File: src/rtl/multiword_add_seq.sv
// rtl/multiword_add_seq.sv - multi-word add/sub sequencer driving a WIDTH-bit ripple adder; optional out_ovf port under MULTIWORD_ADD_OVF_EN

// One-bit full adder cell used to build the ripple chain.
module multiword_add_seq_fa (
  input  logic a,
  input  logic b,
  input  logic ci,
  output logic s,
  output logic co
);

  assign s  = a ^ b ^ ci;
  assign co = (a & b) | (ci & (a ^ b));

endmodule

// Structural ripple-carry adder: WIDTH full adders chained LSB to MSB.
module multiword_add_seq_ripple #(
  parameter int WIDTH = 32
) (
  input  logic [WIDTH-1:0] a,
  input  logic [WIDTH-1:0] b,
  input  logic             ci,
  output logic [WIDTH-1:0] s,
  output logic             co
);

  logic [WIDTH:0] c;

  assign c[0] = ci;

  genvar i;
  generate
    for (i = 0; i < WIDTH; i++) begin : g_bit
      multiword_add_seq_fa u_fa (
        .a  (a[i]),
        .b  (b[i]),
        .ci (c[i]),
        .s  (s[i]),
        .co (c[i+1])
      );
    end
  endgenerate

  assign co = c[WIDTH];

endmodule

// Streams operands least-significant word first through the ripple adder,
// carrying between words in carry_r. Subtraction is A + ~B + 1: the +1 enters
// as the first word's carry-in, and later words inherit the inversion via sub_r.
module multiword_add_seq #(
  parameter int WIDTH = 32,
  parameter int IDXW  = 4
) (
  input  logic             clk,
  input  logic             rst,
  input  logic             in_valid,
  output logic             in_ready,
  input  logic [WIDTH-1:0] in_a,
  input  logic [WIDTH-1:0] in_b,
  input  logic             in_first,
  input  logic             in_last,
  input  logic             in_sub,
  output logic             out_valid,
  input  logic             out_ready,
  output logic [WIDTH-1:0] out_s,
  output logic             out_co,
  output logic             out_last,
`ifdef MULTIWORD_ADD_OVF_EN
  output logic             out_ovf,
`endif
  output logic [IDXW-1:0]  out_idx
);

  typedef enum logic {
    IDLE = 1'b0,
    BUSY = 1'b1
  } state_t;

  state_t state;

  logic carry_r;
  logic sub_r;

  logic             accept;
  logic             first;
  logic             sub_eff;
  logic [WIDTH-1:0] add_b;
  logic             add_ci;
  logic [WIDTH-1:0] add_s;
  logic             add_co;

  // Single-entry output register: a new word may enter whenever the slot is
  // empty or is being drained in the same cycle.
  assign in_ready = !out_valid || out_ready;
  assign accept   = in_valid && in_ready;

  // Any word arriving in IDLE starts an operation; in BUSY in_first restarts.
  assign first = (state == IDLE) || in_first;

  // Operand conditioning for the adder: invert B for subtract and choose the
  // carry-in (subtract flag on the first word, stored carry afterwards).
  always_comb begin
    sub_eff = sub_r;
    add_ci  = carry_r;
    if (first) begin
      sub_eff = in_sub;
      add_ci  = in_sub;
    end
    add_b = sub_eff ? ~in_b : in_b;
  end

  multiword_add_seq_ripple #(
    .WIDTH (WIDTH)
  ) u_adder (
    .a  (in_a),
    .b  (add_b),
    .ci (add_ci),
    .s  (add_s),
    .co (add_co)
  );

`ifdef MULTIWORD_ADD_OVF_EN
  logic c_into_msb;
  logic word_ovf;

  // Carry into the MSB is recovered from the MSB sum bit and its operands.
  assign c_into_msb = add_s[WIDTH-1] ^ in_a[WIDTH-1] ^ add_b[WIDTH-1];
  assign word_ovf   = c_into_msb ^ add_co;
`endif

  // Sequencer state, inter-word carry and the registered output slot.
  always_ff @(posedge clk or posedge rst) begin
    if (rst) begin
      state     <= IDLE;
      carry_r   <= 1'b0;
      sub_r     <= 1'b0;
      out_valid <= 1'b0;
      out_s     <= '0;
      out_co    <= 1'b0;
      out_last  <= 1'b0;
      out_idx   <= '0;
`ifdef MULTIWORD_ADD_OVF_EN
      out_ovf   <= 1'b0;
`endif
    end else begin
      if (accept) begin
        state     <= in_last ? IDLE : BUSY;
        carry_r   <= add_co;
        if (first) begin
          sub_r <= in_sub;
        end
        out_valid <= 1'b1;
        out_s     <= add_s;
        out_co    <= add_co;
        out_last  <= in_last;
        out_idx   <= first ? '0 : out_idx + {{(IDXW-1){1'b0}}, 1'b1};
`ifdef MULTIWORD_ADD_OVF_EN
        out_ovf   <= in_last && word_ovf;
`endif
      end else if (out_ready) begin
        out_valid <= 1'b0;
      end
    end
  end

endmodule
File: config.mk
export PLATFORM = sky130hd
export DESIGN_NAME = multiword_add_seq
export DESIGN_NICKNAME = d
export VERILOG_FILES = /design/src/rtl/multiword_add_seq.sv
export SDC_FILE = /design/constraint.sdc
export NUM_CORES = 1
export LEC_CHECK = 0
export CORE_ASPECT_RATIO = 0.75
export CORE_MARGIN = 4
export CORE_UTILIZATION = 43
export CTS_CLUSTER_SIZE = 28
export DETAILED_ROUTE_END_ITERATION = 10
export PLACE_DENSITY = 0.82
export SLEW_MARGIN = 20
export SYNTH_ARGS = -nofsm -noshare
export SYNTH_HDL_FRONTEND = slang
export SYNTH_HIERARCHICAL = 1
export SYNTH_SLANG_ARGS = --single-unit
File: constraint.sdc
create_clock -name clk -period 19.7 [get_ports clk]
set_clock_uncertainty 0.1 [all_clocks]
set_input_delay 4.925 -clock clk [delete_from_list [all_inputs] [get_ports clk]]
set_output_delay 4.925 -clock clk [all_outputs]
set_load 0.02 [all_outputs]
# == After elaboration in Yosys (flattened, before gate mapping) ==
# Index checks and enable logic that the tools add are counted.
# classes
addsub,1
mux,7
n_bitwise,162
reduce_logical,5
# ops
operator,count
1-bit bitwise AND,64
1-bit XOR,64
32-bit two-way mux,1
32-bit NOT,1
1-bit OR,32
1-bit two-way mux,5
4-bit by 1-bit adder with 4-bit output (second input constant),1
4-bit two-way mux,1
1-bit logical OR,2
2-bit nonzero test,1
1-bit logical AND,1
1-bit zero test,1
1-bit NOT,1
# totals
register_bits,41
input_bits,71
output_inout_bits,40
word_cells,182

# == Depth between registers and ports, before layout ==
# Gate-level depths: netlist (run 1).
# depth
ltp_word,69
depth_mapped,36
depth_no_buf,36

# == By module ==
# The synthesis (run 1) kept the hierarchy.
# modules_own_cells
module,instances,cells_per_inst,area_each_um2,seq_area_each_um2
multiword_add_seq,1,144,2043.2,1026.0
multiword_add_seq_fa,32,1,20.0,0.0

# == Worst setup path after synthesis (run 1) ==
# No wires, ideal clock.
# synth_path
path_kind,input port to flip-flop
from,input in_first
to,register out_s[31]
setup_time_ns,0.125
arrival_ns,18.069
t_required_ns,19.475
setup_slack_ns,1.406
cell_stages,36
n_path_buf,0
cell_sequence,nor2b_4 -> mux2i_2 -> xnor2_1 -> fa_1 -> fa_1 -> fa_1 -> fa_1 -> fa_1 -> fa_1 -> fa_1 -> fa_1 -> fa_1 -> fa_1 -> fa_1 -> fa_1 -> fa_1 -> fa_1 -> fa_1 -> fa_1 -> fa_1 -> fa_1 -> fa_1 -> fa_1 -> fa_1 -> fa_1 -> fa_1 -> fa_1 -> fa_1 -> fa_1 -> fa_1 -> fa_1 -> fa_1 -> fa_1 -> fa_1 -> fa_1 -> mux2_2
# synth_via
elab_chain_cells,67
elab_cells_between_ends,130
classes_between,3 x mux; 126 x bitwise; 1 x reduce/logical
# synth_rtl
item,line_no,text
"start, declared",62,"input logic in_first,"
1-bit logical OR (*),100,assign first = (state == IDLE) || in_first;
1-bit two-way mux (*),107,if (first) begin
32-bit two-way mux (*),111,add_b = sub_eff ? ~in_b : in_b;
net add_b[0],89,logic [WIDTH-1:0] add_b;
1-bit XOR,13,assign co = (a & b) | (ci & (a ^ b));
1-bit bitwise AND,13,
1-bit OR (*),13,
net u_adder.c[1],28,logic [WIDTH:0] c;
(+2 left out),n/a,
net u_adder.c[2],28,
(+2 left out),n/a,
net u_adder.c[3],28,
(+2 left out),n/a,
net u_adder.c[4],28,
(+2 left out),n/a,
net u_adder.c[5],28,
(+2 left out),n/a,
net u_adder.c[6],28,
(+2 left out),n/a,
net u_adder.c[7],28,
(+2 left out),n/a,
net u_adder.c[8],28,
(+2 left out),n/a,
net u_adder.c[9],28,
(+2 left out),n/a,
net u_adder.c[10],28,
(+2 left out),n/a,
net u_adder.c[11],28,
(+2 left out),n/a,
net u_adder.c[12],28,
(+2 left out),n/a,
net u_adder.c[13],28,
(+2 left out),n/a,
net u_adder.c[14],28,
(+2 left out),n/a,
net u_adder.c[15],28,
(+2 left out),n/a,
net u_adder.c[16],28,
(+2 left out),n/a,
net u_adder.c[17],28,
(+2 left out),n/a,
net u_adder.c[18],28,
(+2 left out),n/a,
net u_adder.c[19],28,
(+2 left out),n/a,
net u_adder.c[20],28,
(+2 left out),n/a,
net u_adder.c[21],28,
(+2 left out),n/a,
net u_adder.c[22],28,
(+2 left out),n/a,
net u_adder.c[23],28,
(+2 left out),n/a,
net u_adder.c[24],28,
(+2 left out),n/a,
net u_adder.c[25],28,
(+2 left out),n/a,
net u_adder.c[26],28,
(+2 left out),n/a,
net u_adder.c[27],28,
(+2 left out),n/a,
net u_adder.c[28],28,
(+2 left out),n/a,
net u_adder.c[29],28,
1-bit bitwise AND (*),13,
1-bit OR (*),13,
net u_adder.c[30],28,
1-bit bitwise AND (*),13,
1-bit OR (*),13,
net u_adder.c[31],28,
1-bit XOR (*),12,assign s = a ^ b ^ ci;
net add_s[31],91,logic [WIDTH-1:0] add_s;
"end signal, assigned",155,out_s <= add_s;
"end, declared",67,"output logic [WIDTH-1:0] out_s,"
# The timed path passes the listed nets; every way through them passes the cells marked *.
# A chain may end at the register's enable or synchronous reset.

# == Worst setup path in the final report (run 1) ==
# Ends and elaborated chain as after synthesis.

==> impl_metrics.yaml, run 1 <==
floorplanning:
  std_cell_rows: 24
  chipWidth_um: 99.23
  die_height_um: 76.42
  io_pins: 111
  start_util_pct: 45.14
  die_area_um2: 7583
  core_um2: 5946
synthesis:
  synthSimpleGateAreaFrac_pct: 4.056
  synth_area_um2: 2684
  synth-async-reset-ratio_pct: 100.0
  ys_ff_latch: 41
  yosysSeqAreaShare_pct: 38.23
  synth-adder-area-share_pct: 24.34
  synth-compound-area-share_pct: 1.445
  yosys_warnings: 6
  synth_edf_count: 0
  netlist_instances: 176
  ys_types: 26
  synthMuxAreaShare_pct: 17.81
  synth_ff_type: "dfrtp_1"
  syn-num-nets: 280
  syn_avg_cell_area_um2: 15.25
  synth_top_family_by_area: "adder cells"
  synth_xor_area_share_pct: 10.44
power:
  ir_worst_vdd_mv: 0.05122
  fin_total_pwr_mw: 0.4576
  cellPowerDensity_nw_per_um2: 116.5
  p_leak_nw: 1.554
run:
  drv_cap: 0
timing:
  setup_ws_ps: 768.7
  hold_slack_ps: 414.0
  setup-violations-final: 0
  worst_slew_pin_slew_ps: 860.3
  fin_setup_tns_ps: 0
  finalCriticalPeriod_ps: 18930
  rsz0062_at_grt: "false"
  max-slew-margin-rel_pct: 42.56
  finalHoldViolations: 0
  fmax_ghz: 0.05282
  slew_violations: 0
  period_share_pct: 96.10
clocking:
  cts.repair.resized: 0
  clkTransAtPathRegs_ps: 80
  postCtsHoldBufs: 0
  cts_tree: "yes"
  max-clock-path-buffers: 2
  clock_sinks: 41
  cts_setup_buffers: 0
  root_buffer: "clkbuf_8"
  clk_latency_ps: 290
  cts_inserted_buffers: 5
  cts.htree.levels: 2
layout:
  diodes: 0
  syn2layout_area_growth_pct: 46.29
  drive_gt1_share_pct: 17.07
  post-route-util_pct: 66.04
  nets: 390
  fin_area_um2: 3926
  num-fill-cells: 444
  fin_cells: 365
placed_design:
  port_buffers: 110
  hpwl_um: 4663
  place_area_um2: 3811
  dp_cells: 357
  gp_congestion: 0.7286
  dp_slack_ps: 471.5
global_routing:
  grt_max_degree: 42
  antenna_found_initial: 0
  grt_pass1_wl_um: 10110
  grtUsageTotal_pct: 16.81
  first_global_vias: 1995
  grt_overflow: 0
routing:
  wl_met1_um: 2459
  drt_iter0_markers: 55
  postRouteAntennaNets: 0
  met2_length_um: 2825
  viasPerCell: 4.767
  wl_met3_um: 527
  vias: 1740
  dr.pass1.iters: 5
  routed_wl_um: 5895
  wl_per_cell_um: 16.15
  drc_errors: 0
  top_layer: "met4"
setup_path:
  crit_path_start_kind: "primary input"
  cp.arrival_ps: 19010
  cp_top_family: "adder cells"
  required_ps: 19780
  cp_num_buf_inv: 1
  max_stage_delay_ps: 490
  cpMostUsedCell: "fa_1"
  critPathSlowestCell: "clkdlybuf4s50_1"
  critical_path_class: "primary input to register"
  rrSetupSlack_ps: 5460
  end_kind: "register"
  cp_max_fo: 4
status:
  status: "completed"
worst_hold_path:
  min_path_type: "register to register"
## kinds of logic (layout without fill, tap and decap cells)
group                    count (synthesis)  count (layout)
flip-flops                              41              41
multiplexers                            37              37
adder cells (fa/ha/maj)                 33              33
XOR/XNOR                                32              32
AND/OR/NAND/NOR                         16              16
buffers and inverters                   11             122
AO/OA/AOI/OAI                            6               6
## cell usage in the layout, fill, tap and decap left out, types with 2 or more instances in the layout
cell type and instances:
inv_1 2, mux2_4 16, xnor2_1 32, dfrtp_1 41
nand2_1 3, clkbuf_8 5, nand2b_1 3, mux2_2 19
a21oi_1 2, o211ai_1 2, nand4_1 2, nand3_1 2
fa_1 32, clkdlybuf4s50_1 110
## power breakdown
part	internal, mW	total (mW)	switching [mW]
registers	0.121	0.143	0.0219
logic	0.138	0.246	0.109
clock network	0.0379	0.0685	0.0306
total	0.296	0.458	0.161
## synth_stat cells (2+ instances only)
library cell,instances,area share [%]
nand2_1,3,0.42
o211ai_1,2,0.56
inv_1,3,0.42
xnor2_1,32,10
mux2_4,16,9.0
a21oi_1,2,0.37
mux2_2,19,8.0
buf_6,6,2.5
dfrtp_1,41,38
nand3_1,2,0.37
fa_1,32,24
nand4_1,2,0.47
nand2b_1,3,0.70
## metal layers
metal	up-vias	global-route usage, %
li1	803	-
met1	853	22.17
met2	74	26.68
met3	10	4.941
met4	0	5.321
met5	-	0
## worst paths after layout
path | from | end | depth (start not counted)
hold / removal | out_s[1] | out_s[1] | 1
max in group asynchronous | rst | out_s[9] | 2
setup / recovery | in_first | out_s[31] | 37
min in group asynchronous | rst | out_s[18] | 2
hold reg to reg | out_s[1] | out_s[1] | 1
setup reg to reg | state | out_s[31] | 36
## flip-flops by register name, indices dropped and copies added (netlist names)
register / count
state: 1
out_s: 32
carry_r: 1
sub_r: 1
out_valid: 1
out_idx: 4
out_last: 1
## worst register-to-register path: cells and delay by family, from the launching register on
kind | cells | cell delay (ps)
XOR/XNOR | 1 | 110
adder cells (fa/ha/maj) | 32 | 12710
flip-flops | 1 | 400
multiplexers | 2 | 570
AND/OR/NAND/NOR | 1 | 240
## layout make-up
class	instances	area [µm²]	area share (%)
multi-input cells	124	1568	39.93
clock inverters	3	46.29	1.179
well taps	78	97.59	2.486
flip-flops and latches	41	1026	26.13
inverters	3	11.26	0.2868
clock buffers	5	68.82	1.753
repair buffers	111	1109	28.23
(Power assumes the default switching activity.)
==> run 2, diff against run 1 <==
--- a/config.mk
+++ b/config.mk
@@ -11,7 +11,7 @@
 export CTS_CLUSTER_SIZE = 28
 export DETAILED_ROUTE_END_ITERATION = 10
 export PLACE_DENSITY = 0.82
-export SLEW_MARGIN = 20
+export SLEW_MARGIN = 10
 export SYNTH_ARGS = -nofsm -noshare
 export SYNTH_HDL_FRONTEND = slang
 export SYNTH_HIERARCHICAL = 1
==> results of run 2 <==
Same layout as run 1: the final DEF is identical, and so are final timing and power.
==> run 3, diff against run 2 <==
--- a/config.mk
+++ b/config.mk
@@ -11,7 +11,7 @@
 export CTS_CLUSTER_SIZE = 28
 export DETAILED_ROUTE_END_ITERATION = 10
 export PLACE_DENSITY = 0.82
-export SLEW_MARGIN = 10
+export SLEW_MARGIN = 20
 export SYNTH_ARGS = -nofsm -noshare
 export SYNTH_HDL_FRONTEND = slang
 export SYNTH_HIERARCHICAL = 1
==> results of run 3 <==
Same layout as run 1: the final DEF is identical, and so are final timing and power.
